--- config.mk ---
export PLATFORM = sky130hd
export DESIGN_NAME = ft_tx_ctrl_flat
export DESIGN_NICKNAME = d
export VERILOG_FILES = /design/src/rtl/ft_pkg.sv /design/src/rtl/ft_tx_ctrl_if.sv /design/src/rtl/ft_skid_buf.sv /design/src/rtl/ft_tx_ctrl.sv /design/src/flat_wrapper.sv
export SDC_FILE = /design/constraint.sdc
export NUM_CORES = 1
export LEC_CHECK = 0
export CAP_MARGIN = 20
export CORE_ASPECT_RATIO = 0.75
export CORE_UTILIZATION = 40
export CTS_BUF_LIST = sky130_fd_sc_hd__clkbuf_2
export DETAILED_ROUTE_END_ITERATION = 10
export SLEW_MARGIN = 20
export SYNTH_ARGS = -nofsm -noshare
export SYNTH_HDL_FRONTEND = slang
export SYNTH_SLANG_ARGS = --single-unit
--- constraint.sdc ---
create_clock -name clk_i -period 2.7 [get_ports clk_i]
set_input_delay 0.675 -clock clk_i [delete_from_list [all_inputs] [get_ports clk_i]]
set_output_delay 0.675 -clock clk_i [all_outputs]
set_load 0.1 [all_outputs]
--- src/rtl/ft_pkg.sv ---
// Shared definitions for the FT2232H synchronous-FIFO controllers:
// default data width and the flush state machine encoding.
package ft_pkg;

  localparam int FT_DATA_WIDTH = 8;

  typedef enum logic [1:0] {
    ST_IDLE   = 2'd0,
    ST_ACTIVE = 2'd1,
    ST_FLUSH  = 2'd2
  } flush_state_e;

endpackage

--- src/rtl/ft_tx_ctrl_if.sv ---
// Bus bundle between the transmit controller, the async FIFO read port
// and the FT2232H write side. The master is the controller.
interface ft_tx_ctrl_if import ft_pkg::*; #(
  parameter int DATA_WIDTH = FT_DATA_WIDTH
);

  logic                  fifo_empty;
  logic                  fifo_rden;
  logic [DATA_WIDTH-1:0] fifo_rddata;
  logic                  ft_txe_n;
  logic                  ft_suspend_n;
  logic                  ft_wr_n;
  logic [DATA_WIDTH-1:0] ft_data;
  logic                  ft_siwua_n;

  modport master (
    input  fifo_empty,
    input  fifo_rddata,
    input  ft_txe_n,
    input  ft_suspend_n,
    output fifo_rden,
    output ft_wr_n,
    output ft_data,
    output ft_siwua_n
  );

  modport slave (
    output fifo_empty,
    output fifo_rddata,
    output ft_txe_n,
    output ft_suspend_n,
    input  fifo_rden,
    input  ft_wr_n,
    input  ft_data,
    input  ft_siwua_n
  );

endinterface

--- src/rtl/ft_skid_buf.sv ---
// Two-entry skid FIFO. Entry 0 is always the head. Push and pop may
// happen together, including when full, so a full buffer can stream.
module ft_skid_buf import ft_pkg::*; #(
  parameter int DATA_WIDTH = FT_DATA_WIDTH
) (
  input  logic                  clk_i,
  input  logic                  rst_i,
  input  logic                  push_i,
  input  logic [DATA_WIDTH-1:0] push_data_i,
  input  logic                  pop_i,
  output logic [DATA_WIDTH-1:0] head_o,
  output logic [1:0]            count_o
);

  logic [DATA_WIDTH-1:0] entry0_q, entry0_d;
  logic [DATA_WIDTH-1:0] entry1_q, entry1_d;
  logic [1:0]            count_q, count_d;
  logic                  do_push;
  logic                  do_pop;

  // Next-state for the two entries: pops shift entry 1 down, pushes fill the first free slot.
  always_comb begin
    entry0_d = entry0_q;
    entry1_d = entry1_q;
    count_d  = count_q;
    do_pop   = pop_i && (count_q != 2'd0);
    do_push  = push_i && ((count_q != 2'd2) || do_pop);
    case ({do_push, do_pop})
      2'b01: begin
        entry0_d = entry1_q;
        count_d  = count_q - 2'd1;
      end
      2'b10: begin
        if (count_q == 2'd0) entry0_d = push_data_i;
        else                 entry1_d = push_data_i;
        count_d = count_q + 2'd1;
      end
      2'b11: begin
        if (count_q == 2'd1) begin
          entry0_d = push_data_i;
        end else begin
          entry0_d = entry1_q;
          entry1_d = push_data_i;
        end
      end
      default: ;
    endcase
  end

  // Storage registers, cleared on reset so discarded bytes never reappear.
  always_ff @(posedge clk_i or posedge rst_i) begin
    if (rst_i) begin
      entry0_q <= '0;
      entry1_q <= '0;
      count_q  <= 2'd0;
    end else begin
      entry0_q <= entry0_d;
      entry1_q <= entry1_d;
      count_q  <= count_d;
    end
  end

  assign head_o  = entry0_q;
  assign count_o = count_q;

endmodule

--- src/rtl/ft_tx_ctrl.sv ---
// Transmit controller: prefetches bytes from the async FIFO (1-cycle read
// latency), holds each byte on the FT2232H bus until accepted, and pulses
// SIWU# after an idle period to push partial USB packets to the host.
module ft_tx_ctrl import ft_pkg::*; #(
  parameter int DATA_WIDTH        = FT_DATA_WIDTH,
  parameter int FLUSH_IDLE_CYCLES = 64,
  parameter int CNT_WIDTH         = 32
) (
  input  logic                 clk_i,
  input  logic                 rst_i,
  input  logic                 enable_i,
  ft_tx_ctrl_if.master         bus,
  output logic [CNT_WIDTH-1:0] bytes_sent_o,
  output logic                 busy_o
);

  localparam int                IDLE_W   = $clog2(FLUSH_IDLE_CYCLES + 1);
  localparam logic [IDLE_W-1:0] IDLE_MAX = IDLE_W'(FLUSH_IDLE_CYCLES);

  logic                  out_valid_q, out_valid_d;
  logic [DATA_WIDTH-1:0] out_data_q, out_data_d;
  logic                  fifo_rden_q, fifo_rden_d;
  logic                  rd_pend_q, rd_pend_d;
  logic                  ft_wr_n_q, ft_wr_n_d;
  logic                  ft_siwua_n_q, ft_siwua_n_d;
  logic [CNT_WIDTH-1:0]  bytes_sent_q, bytes_sent_d;
  flush_state_e          state_q, state_d;
  logic [IDLE_W-1:0]     idle_cnt_q, idle_cnt_d;

  logic                  accept;
  logic                  skid_push;
  logic                  skid_pop;
  logic [DATA_WIDTH-1:0] skid_head;
  logic [1:0]            skid_count;
  logic [2:0]            level;

  // A byte leaves only when our strobe is low and the FT2232H has room at the same edge.
  assign accept = ~ft_wr_n_q & ~bus.ft_txe_n;

  assign busy_o = out_valid_q | (skid_count != 2'd0) | fifo_rden_q | rd_pend_q;

  ft_skid_buf #(
    .DATA_WIDTH (DATA_WIDTH)
  ) u_skid (
    .clk_i       (clk_i),
    .rst_i       (rst_i),
    .push_i      (skid_push),
    .push_data_i (bus.fifo_rddata),
    .pop_i       (skid_pop),
    .head_o      (skid_head),
    .count_o     (skid_count)
  );

  // Read issue: keep buffered bytes plus reads in flight within the three storage slots.
  always_comb begin
    level = {2'b0, out_valid_q} + {1'b0, skid_count} + {2'b0, fifo_rden_q}
          + {2'b0, rd_pend_q} - {2'b0, accept};
    fifo_rden_d = enable_i & bus.ft_suspend_n & ~bus.fifo_empty & (level < 3'd3);
    rd_pend_d   = fifo_rden_q;
  end

  // Output register refill: oldest byte (skid head) first, then the returning read data.
  always_comb begin
    skid_push   = 1'b0;
    skid_pop    = 1'b0;
    out_valid_d = out_valid_q;
    out_data_d  = out_data_q;
    if (!out_valid_q || accept) begin
      if (skid_count != 2'd0) begin
        out_valid_d = 1'b1;
        out_data_d  = skid_head;
        skid_pop    = 1'b1;
        skid_push   = rd_pend_q;
      end else if (rd_pend_q) begin
        out_valid_d = 1'b1;
        out_data_d  = bus.fifo_rddata;
      end else begin
        out_valid_d = 1'b0;
      end
    end else begin
      skid_push = rd_pend_q;
    end
    ft_wr_n_d    = ~(out_valid_d & enable_i & bus.ft_suspend_n);
    bytes_sent_d = bytes_sent_q + CNT_WIDTH'(accept);
  end

  // Flush FSM: count idle cycles after the last acceptance, strobe SIWU# once when drained.
  always_comb begin
    state_d    = state_q;
    idle_cnt_d = idle_cnt_q;
    case (state_q)
      ST_IDLE: begin
        if (accept) begin
          state_d    = ST_ACTIVE;
          idle_cnt_d = '0;
        end
      end
      ST_ACTIVE: begin
        if (accept) begin
          idle_cnt_d = '0;
        end else begin
          if (idle_cnt_q != IDLE_MAX) idle_cnt_d = idle_cnt_q + 1'b1;
          if ((idle_cnt_d == IDLE_MAX) && !busy_o) state_d = ST_FLUSH;
        end
      end
      ST_FLUSH: begin
        idle_cnt_d = '0;
        state_d    = accept ? ST_ACTIVE : ST_IDLE;
      end
      default: begin
        state_d    = ST_IDLE;
        idle_cnt_d = '0;
      end
    endcase
    ft_siwua_n_d = (state_d != ST_FLUSH);
  end

  // All controller state, cleared asynchronously so outputs drop to idle immediately.
  always_ff @(posedge clk_i or posedge rst_i) begin
    if (rst_i) begin
      out_valid_q  <= 1'b0;
      out_data_q   <= '0;
      fifo_rden_q  <= 1'b0;
      rd_pend_q    <= 1'b0;
      ft_wr_n_q    <= 1'b1;
      ft_siwua_n_q <= 1'b1;
      bytes_sent_q <= '0;
      state_q      <= ST_IDLE;
      idle_cnt_q   <= '0;
    end else begin
      out_valid_q  <= out_valid_d;
      out_data_q   <= out_data_d;
      fifo_rden_q  <= fifo_rden_d;
      rd_pend_q    <= rd_pend_d;
      ft_wr_n_q    <= ft_wr_n_d;
      ft_siwua_n_q <= ft_siwua_n_d;
      bytes_sent_q <= bytes_sent_d;
      state_q      <= state_d;
      idle_cnt_q   <= idle_cnt_d;
    end
  end

  assign bus.fifo_rden  = fifo_rden_q;
  assign bus.ft_wr_n    = ft_wr_n_q;
  assign bus.ft_data    = out_data_q;
  assign bus.ft_siwua_n = ft_siwua_n_q;
  assign bytes_sent_o   = bytes_sent_q;

endmodule

--- src/flat_wrapper.sv ---
// flat-port wrapper written by rule: the top's interface ports become plain ports
module ft_tx_ctrl_flat import ft_pkg::*;
#(
  parameter int DATA_WIDTH        = FT_DATA_WIDTH,
  parameter int FLUSH_IDLE_CYCLES = 64,
  parameter int CNT_WIDTH         = 32
)
  (clk_i, rst_i, enable_i, bytes_sent_o, busy_o, bus_fifo_empty, bus_fifo_rddata, bus_ft_txe_n, bus_ft_suspend_n, bus_fifo_rden, bus_ft_wr_n, bus_ft_data, bus_ft_siwua_n);
  ft_tx_ctrl_if #(.DATA_WIDTH(DATA_WIDTH)) bus_i ();
  input  logic clk_i;
  input  logic rst_i;
  input  logic enable_i;
  output logic [CNT_WIDTH-1:0] bytes_sent_o;
  output logic busy_o;
  input wire logic [$bits(bus_i.fifo_empty)-1:0] bus_fifo_empty;
  input wire logic [$bits(bus_i.fifo_rddata)-1:0] bus_fifo_rddata;
  input wire logic [$bits(bus_i.ft_txe_n)-1:0] bus_ft_txe_n;
  input wire logic [$bits(bus_i.ft_suspend_n)-1:0] bus_ft_suspend_n;
  output wire logic [$bits(bus_i.fifo_rden)-1:0] bus_fifo_rden;
  output wire logic [$bits(bus_i.ft_wr_n)-1:0] bus_ft_wr_n;
  output wire logic [$bits(bus_i.ft_data)-1:0] bus_ft_data;
  output wire logic [$bits(bus_i.ft_siwua_n)-1:0] bus_ft_siwua_n;
  assign bus_i.fifo_empty = bus_fifo_empty;
  assign bus_i.fifo_rddata = bus_fifo_rddata;
  assign bus_i.ft_txe_n = bus_ft_txe_n;
  assign bus_i.ft_suspend_n = bus_ft_suspend_n;
  assign bus_fifo_rden = bus_i.fifo_rden;
  assign bus_ft_wr_n = bus_i.ft_wr_n;
  assign bus_ft_data = bus_i.ft_data;
  assign bus_ft_siwua_n = bus_i.ft_siwua_n;
  ft_tx_ctrl #(.DATA_WIDTH(DATA_WIDTH), .FLUSH_IDLE_CYCLES(FLUSH_IDLE_CYCLES), .CNT_WIDTH(CNT_WIDTH)) u_core (.clk_i(clk_i), .rst_i(rst_i), .enable_i(enable_i), .bus(bus_i), .bytes_sent_o(bytes_sent_o), .busy_o(busy_o));
endmodule
# Word-level counts from Yosys, hierarchy flattened
# Cells that the tools add are included.
classes:
  n_addsub: 8
  n_mul: 0
  div: 0
  magnitude_cmp: 1
  n_eq_ne: 14
  shift: 0
  muxes: 27
  bitwise_logic: 13
  reduce_logical: 17
op_table:
  columns: ["operator", "n"]
  rows:
  - ["two-way mux 8 bit", 6]
  - ["two-way mux 7 bit", 5]
  - ["adder 32 x 1 -> 32 bit", 1]
  - ["one-hot mux 8 bit (3 select lines)", 1]
  - ["one-hot mux 8 bit (2 select lines)", 1]
  - ["one-hot mux 7 bit (2 select lines)", 1]
  - ["!= test 2 bit, second input constant", 5]
  - ["two-way mux 1 bit", 8]
  - ["nonzero test 2 bit", 4]
  - ["adder 7 x 1 -> 7 bit, second input constant", 1]
  - ["equality test 7 bit, second input constant", 1]
  - ["!= test 7 bit, second input constant", 1]
  - ["adder 3 x 1 -> 3 bit", 2]
  - ["AND 1 bit", 6]
  - ["equality test 2 x 1 -> 1 bit, second input constant", 3]
  - ["equality test 2 bit, second input constant", 3]
  - ["two-way mux 2 bit", 3]
  - ["one-hot mux 2 bit (3 select lines)", 1]
  - ["zero test 2 bit", 2]
  - ["inverter 1 bit", 4]
  - ["one-hot mux 2 bit (2 select lines)", 1]
  - ["AND reduction 2 bit", 2]
  - ["adder 1 x 2 -> 3 bit", 1]
  - ["logical AND 1 bit", 3]
  - ["other kinds (10)", 14]
totals:
  ff_bits: 72
  latchBits: 0
  ram_bits: 0
  rom_bits: 0
  input_bits: 14
  out_inout_bits: 44
  elab_cells: 92
  n_memories: 0

# Logic depth before layout (Yosys ltp)
# Gate-level depths: netlist of the first run.
logic_depth:
  word_depth: 10
  ltp_mapped: 10
  depth_no_buf: 9

# Cells and area by module
# From an unflattened synthesis of the first run, not the netlist that was laid out.
hier_totals:
  hier_cells: 349
  hier_area_um2: 3772.4
modules_own_cells:
  columns: ["mod", "instances", "cells_each", "area_each_um2", "seq_area_each_um2"]
  rows:
  - ["ft_tx_ctrl", 1, 244, 2628.8, 1353.8]
  - ["ft_skid_buf", 1, 105, 1143.6, 450.4]

# Worst setup path before layout of the first run
# Ideal clock, no wire load.
synth_timing:
  path_kind: "flip-flop to flip-flop"
  startpoint: "register u_core.ft_wr_n_q, in the netlist u_core.bus.ft_wr_n"
  endpoint: "register u_core.fifo_rden_q, in the netlist u_core.bus.fifo_rden"
  setup_time_ns: 0.126
  arrival_ns: 2.696
  required_ns: 2.574
  setup_slack_ns: -0.122
  stages_incl_launch_ff: 10
  period_less_slack_ns: 2.822
  path_cell_list: "dfstp_2 > nor2_1 > ha_1 > fa_1 > inv_1 > ha_1 > inv_1 > fa_1 > o221ai_1 > a21oi_1"
synth_between:
  elab_chain_cells: 5
synth_lines:
  columns: ["element", "line", "text"]
  rows:
  - ["from (decl)", "ft_tx_ctrl.sv:24", "logic ft_wr_n_q, ft_wr_n_d;"]
  - ["from (signal assigned)", "ft_tx_ctrl.sv:135", "ft_wr_n_q <= ft_wr_n_d;"]
  - ["inverter 1 bit", "ft_tx_ctrl.sv:38", "assign accept = ~ft_wr_n_q & ~bus.ft_txe_n;"]
  - ["AND 1 bit", "ft_tx_ctrl.sv:38", null]
  - ["subtractor 3 x 1 -> 3 bit", "ft_tx_ctrl.sv:57", "+ {2'b0, rd_pend_q} - {2'b0, accept};"]
  - ["less-than comparator 3 x 2 -> 1 bit", "ft_tx_ctrl.sv:58", "fifo_rden_d = enable_i & bus.ft_suspend_n & ~bus.fifo_empty & (level < 3'd3);"]
  - ["AND 1 bit", "ft_tx_ctrl.sv:58", null]
  - ["named net u_core.fifo_rden_d", "ft_tx_ctrl.sv:22", "logic fifo_rden_q, fifo_rden_d;"]
  - ["to (signal assigned)", "ft_tx_ctrl.sv:133", "fifo_rden_q <= fifo_rden_d;"]
  - ["to (decl)", "ft_tx_ctrl.sv:22", null]
# The timed path passes the listed nets, and every way through them passes these cells.
# A chain may end at the register's enable or synchronous reset.

# Worst setup path after layout of the first run
layout_timing:
  startpoint: "register u_core.u_skid.count_q[1], in the netlist u_core.u_skid.count_o[1]"
  endpoint: "output busy_o"
layout_between:
  elab_chain_cells: 4
layout_lines:
  columns: ["element", "line", "text"]
  rows:
  - ["from (decl)", "ft_skid_buf.sv:17", "logic [1:0] count_q, count_d;"]
  - ["from (signal assigned)", "ft_skid_buf.sv:59", "count_q <= count_d;"]
  - ["nonzero test 2 bit", "ft_tx_ctrl.sv:40", "assign busy_o = out_valid_q | (skid_count != 2'd0) | fifo_rden_q | rd_pend_q;"]
  - ["bitwise OR 1 bit (3 in series)", "ft_tx_ctrl.sv:40", null]
  - ["to (decl)", "flat_wrapper.sv:14", "output logic busy_o;"]
# Every way passes these cells.

==> results of run 1 <==
[where the power goes]
group	total [mW]	internal [mW]	switching, mW
registers	1.55	1.34	0.208
logic	1.89	0.616	1.27
clock network	0.615	0.215	0.399
total	4.06	2.17	1.88
[cells by family after synthesis]
| group | Yosys count |
|---|---|
| compound gates | 39 |
| buf+inv | 44 |
| fa+ha+maj | 13 |
| flops | 72 |
| simple gates | 109 |
| mux | 18 |
| xor+xnor | 39 |
[metal layers]
metal,track usage [%],up-vias,routed length (um)
met5,0,-,0
met4,4.11,0,23
met1,23.4,1212,3700
met3,5.88,2,316
li1,-,1305,-
met2,23.1,52,2920
[flip-flops by register name (all words and copies together) (netlist names), 2 cells and up]
signal                  flops
u_core.bus.ft_data          8
u_core.u_skid.head_o        8
u_core.state_q              2
u_core.idle_cnt_q           7
u_core.bytes_sent_o        32
u_core.u_skid.count_o       2
u_core.u_skid.entry1_q      8
[cells in the final DEF, fill, tap and decap left out, types with 3 or more instances in the layout]
cell type / n
nand2_1: 32
o221ai_1: 9
xor2_1: 23
buf_4: 63
ha_1: 10
clkbuf_2: 10
and2_1: 6
nor2_1: 19
nor3_1: 10
and3_1: 3
o21ai_0: 11
a21oi_1: 7
nand3_1: 14
dfrtp_1: 70
inv_1: 33
mux2i_1: 17
and4_1: 6
nand4_1: 7
xnor2_1: 16
clkdlybuf4s50_1: 13
[how the worst min path moves through the flow]
stage	cells after the start	from	slack [ps]	endpoint
2_1_floorplan	2	u_core.u_skid.head_o[0]	460	u_core.u_skid.head_o[0]
3_3_place_gp	1	u_core.bytes_sent_o[31]	460	u_core.bytes_sent_o[31]
3_5_place_dp	0	u_core.bus.fifo_rden	450	u_core.rd_pend_q
4_1_cts	3	rst_i	470	u_core.bus.ft_data[0]
5_1_grt	3	rst_i	460	u_core.u_skid.head_o[1]
6_report	1	u_core.bytes_sent_o[31]	480	u_core.bytes_sent_o[31]
[final cells by class]
| type | count | area, um2 | area share, % |
|---|---|---|---|
| sequential | 72 | 1810 | 40.9 |
| multi-input combinational | 218 | 1590 | 36.0 |
| timing repair buffer | 78 | 643 | 14.5 |
| tap | 108 | 135 | 3.06 |
| inverter | 35 | 131 | 2.97 |
| clock inverter | 6 | 61.3 | 1.39 |
| clock buffer | 10 | 50.0 | 1.13 |
[what timing repair did]
action / 4_1_cts / 5_1_grt
hold buffers: 0 / 0
setup buffers: 1 / 1
setup endpoints to repair: 1 / 1
resized for setup: 0 / 3
[stage by stage]
stage          worst slack (ps)  total power [mW]  cell area, um2
6_report                    125              4.06            4420
3_3_place_gp               -283              3.40            4290
3_5_place_dp               -362              3.44            4290
2_1_floorplan              17.0              2.99            3570
4_1_cts                    8.79              4.09            4410
5_1_grt                   -19.5              4.33            4420
==> out/metrics.cfg, run 1 <==
[outcome]
outcome=finished with violations
violations=DRC

[critical_path]
max_stage_delay_ps=440
rrSetupSlack_ps=220
worstPathArrival_ps=1900
path_cells=inv_1, ha_2, nand2b_1, or3_4, buf_12
r2r-end=u_core.bus.fifo_rden
path_delay_family=simple AND/OR/NAND/NOR gates
cp_slowest_cell=dfrtp_1
cp-start-kind=register
startpoint=u_core.u_skid.count_o[1]
cp-endpoint=busy_o
r2r_start=u_core.bus.ft_wr_n
worstSetupEndpointType=output port
reg2reg_depth=9
worstPathMaxFanout=4
worstPathRequired_ps=2030
worstSetupPathType=register to output port
worst-path-buf-inv=2
cp_num_cells=5

[synth]
synth_compound_area_share_pct=8.35
synthXorXnorAreaFrac_pct=9.58
ys_seq_area_share_pct=50.6
synth-adder-area-share_pct=4.98
synth.avg_cell_area_um2=10.7
yosys.area.top_type=dfrtp_1
synth_ff_type=dfrtp_1
yosys_warnings=0
synthTopCellsByCount=dfrtp_1, inv_1, nand2_1
synthSimpleGateAreaFrac_pct=16.5
syn-num-nets=361
synth_cell_types=42
ys_ff_latch=72
synth_top_family_by_area=simple AND/OR/NAND/NOR gates
synth_mux_area_share_pct=5.09
synth_top_cell_area_share_pct=49.1
syn_area_um2=3560
synth_area_leaders=dfrtp_1, xor2_1, mux2i_1, xnor2_1, ha_1
synth-edff-count=0
synth_async_sr_flop_share_pct=100
postSynthCellCount=334
synthMostInstantiatedCell=dfrtp_1

[layout]
syn2layout_area_growth_pct=24.0
instances_no_fill=527
fill_cells=785
diodes=0
nets=441
drive_gt1_share_pct=23.2
post-route-util_pct=51.6

[clock_tree]
cts.path.max_buffers=2
cts_root_buf=clkbuf_2
clkTransAtPathRegs_ps=200
cts_buffers=9
cts_tree=yes
clock_sinks=72
clkLatencyLatePin_ps=520
h-tree-depth=3

[global_routing]
grt_antenna_before_repair=0
grt_use_total_pct=16.3
grt_pass1_wl_um=11800
first_global_vias=2411
grt_start_max_net_pins=73
grt_overflow_total=0

[placement]
dp.cells=509
port_buffers=57
place_congestion=0.770
dp_hpwl_um=4960

[routing]
drc_errors=16
ant_nets=0
routed_wl_um=6970
wire_per_inst_um=13.2
dr_total_vias=2571
avgViaCountPerCell=4.88
dr.pass1.iters=8
drt_iter0_markers=146

[sta]
tns_ps=0
finalHoldWorstSlack_ps=481
fmax_mhz=388
post-route-period-util_pct=95.4
hold_violations=0
tightestPinTransition_ps=480
finalSetupViolations=0
drv_slew=0
min_period_ps=2580
slew_headroom_pct=67.9
finClkSkew_ps=32.7

[die]
num_io_pins=58
fp-row-count=29
die_h_um=83.8
die_w_um=111
start_util_pct=41.6
die_area_um2=9300
core_area_um2=8560

[run]
cap_viol_max_count=0

[power_and_ir_drop]
powerDensity_nw_per_um2=917
leakage_nw=2.20
ir_worst_vdd_uv=459

[hold_path]
hold_class=register to register

(Power assumes the default switching activity.)
==> run 2, diff against run 1 <==
--- a/config.mk
+++ b/config.mk
@@ -8,7 +8,7 @@
 export CAP_MARGIN = 20
 export CORE_ASPECT_RATIO = 0.75
 export CORE_UTILIZATION = 40
-export CTS_BUF_LIST = sky130_fd_sc_hd__clkbuf_2
+export CTS_BUF_LIST = sky130_fd_sc_hd__clkbuf_8 sky130_fd_sc_hd__clkbuf_16
 export DETAILED_ROUTE_END_ITERATION = 10
 export SLEW_MARGIN = 20
 export SYNTH_ARGS = -nofsm -noshare
==> run 2 against run 1 <==
  * The flow still finishes with violations (DRC)
  * Wire length grew 0.43%
  * Via count is 1.6% higher
  * Core utilization rose by 2.2 points
  * Worst hold slack worse by 19 ps
  * Critical path depth up 4
  * Clock skew is 26 ps lower
  * Register-to-register slack improved by 20 ps
  * Sequential share of layout area is 1.7 points lower
  * Setup slack better by 110 ps
  * Global-route usage rose by 0.32 points
  * Flip-flop and latch count stayed put
  * Total power increased by 14%
  * Critical path type is now register to register
==> out/metrics.cfg, run 2 (synthesis results as in run 1) <==
[layout]
multi_input_area_um2=1600
diodes=0
drive_gt1_share_pct=23.4
fill_cells=761
largest_reg_flops=32
instances_no_fill=526
seq_area_um2=1810
mostFrequentLayoutCell=dfrtp_1
mostFrequentLayoutCells=dfrtp_1, buf_4, inv_1, nand2_1, xor2_1
syn2layout_area_growth_pct=29.4
nets=440

[hold_path]
hold_class=register to register
holdPathStages=0

[die]
die_h_um=83.8
die_w_um=111
core_area_um2=8560
num_io_pins=58
start_util_pct=41.6
die_area_um2=9300
fp-row-count=29

[routing]
drc_errors=16
drt_iter0_markers=168
ant_nets=0
dr_total_vias=2612
wire_per_inst_um=13.3
dr.pass1.iters=7
avgViaCountPerCell=4.97
routed_wl_um=7000

[sta]
finClkSkew_ps=6.98
drv_slew=0
hold_violations=0
finalSetupViolations=0
slew_headroom_pct=66.9
finalHoldWorstSlack_ps=462
tns_ps=0
rsz0062_at_grt=no
tightestPinTransition_ps=495
post-route-period-util_pct=91.1
min_period_ps=2460
fmax_mhz=406

[global_routing]
grt_pass1_wl_um=11900
grt_antenna_before_repair=0
first_global_vias=2431
grt_start_max_net_pins=73
grt_overflow_total=0
grt_use_total_pct=16.6

[critical_path]
worstPathMaxFanout=3
cp_slowest_cell=dfstp_4
worstPathArrival_ps=2670
reg2reg_depth=9
max_stage_delay_ps=640
cp-start-kind=register
worstPathRequired_ps=2910
worstSetupPathType=register to register
worstSetupEndpointType=register
path_cells=nor2_2, ha_1, fa_1, inv_1, ha_1, inv_2, fa_1, o221ai_2, a21oi_1

[power_and_ir_drop]
powerDensity_nw_per_um2=1000
p_int_mw=2.69
leakage_nw=2.29
p_switching_mw=1.94
total_power_mw=4.63
seqPwrFrac_pct=33.7
clkPwrFrac_pct=25.7
combPwrFrac_pct=40.6
ir_worst_vdd_uv=496
sw_frac_of_total_pct=41.9

[clock_tree]
clock_sinks=72
clkTransAtPathRegs_ps=50
cts_buffers=9
h-tree-depth=3
clkLatencyLatePin_ps=330
cts_root_buf=clkbuf_16
cts.path.max_buffers=2
cts_tree=yes

[placement]
place_congestion=0.770
port_buffers=57
dp.cells=509
dp_hpwl_um=4960

[run]
cap_viol_max_count=0

[outcome]
outcome=finished with violations
violations=DRC

[run 2: final timing paths]
kind | startpoint | endpoint | slack, ps
hold reg to reg | u_core.bus.fifo_rden | u_core.rd_pend_q | 460
setup reg to reg | u_core.bus.ft_wr_n | u_core.bus.fifo_rden | 240
max in group asynchronous | rst_i | u_core.bus.ft_siwua_n | 1620
min in group asynchronous | rst_i | u_core.u_skid.entry1_q[3] | 730
hold / removal | u_core.bus.fifo_rden | u_core.rd_pend_q | 460
setup / recovery | u_core.bus.ft_wr_n | u_core.bus.fifo_rden | 240
[run 2: area by class of cell]
| type | instances | share of cell area [%] |
|---|---|---|
| clock buffer | 10 | 5.18 |
| sequential | 72 | 39.2 |
| clock inverter | 6 | 1.33 |
| timing repair buffer | 77 | 13.8 |
| multi-input combinational | 218 | 34.7 |
| inverter | 35 | 2.85 |
| tap | 108 | 2.93 |
[run 2: power by group through the flow]
stage                     registers [mW]  logic, mW  clock network, mW
after floorplan                     2.17      0.813                  0
after global placement              1.57       1.83                  0
after detailed placement            1.57       1.87                  0
after CTS                           1.56       1.87               1.23
after global routing                1.60       2.04               1.28
final                               1.56       1.88               1.19
[run 2: worst max-delay path: cells and delay by family, from the launching register on]
kind | cells | cell delay (ps)
adder cells (fa/ha/maj) | 4 | 1370
buffers and inverters | 2 | 90
flip-flops | 1 | 640
AO/OA/AOI/OAI | 2 | 200
AND/OR/NAND/NOR | 1 | 50
[run 2: through the flow]
| step | util, % | cell area, um2 | setup slack, ps |
|---|---|---|---|
| final | 53.9 | 4610 | 239 |
| after global routing | 53.9 | 4610 | 108 |
| after CTS | 53.6 | 4590 | 16.7 |
| after detailed placement | 50.1 | 4290 | -362 |
| after global placement | 50.1 | 4290 | -283 |
| after floorplan | - | 3570 | 17.0 |
[run 2: what timing repair did]
item                       in CTS  in global routing
buffers inserted                0                  1
gates resized for setup         0                  6
setup endpoints to repair       0                 16
hold buffers                    0                  0
[run 2: per-layer routing]
| layer | vias up | part of all wire (%) | global-route usage (%) |
|---|---|---|---|
| li1 | 1301 | - | - |
| met1 | 1242 | 52 | 23.3 |
| met2 | 65 | 42 | 23.3 |
| met3 | 4 | 5.8 | 6.97 |
| met4 | 0 | 0.59 | 4.48 |
| met5 | - | 0 | 0 |
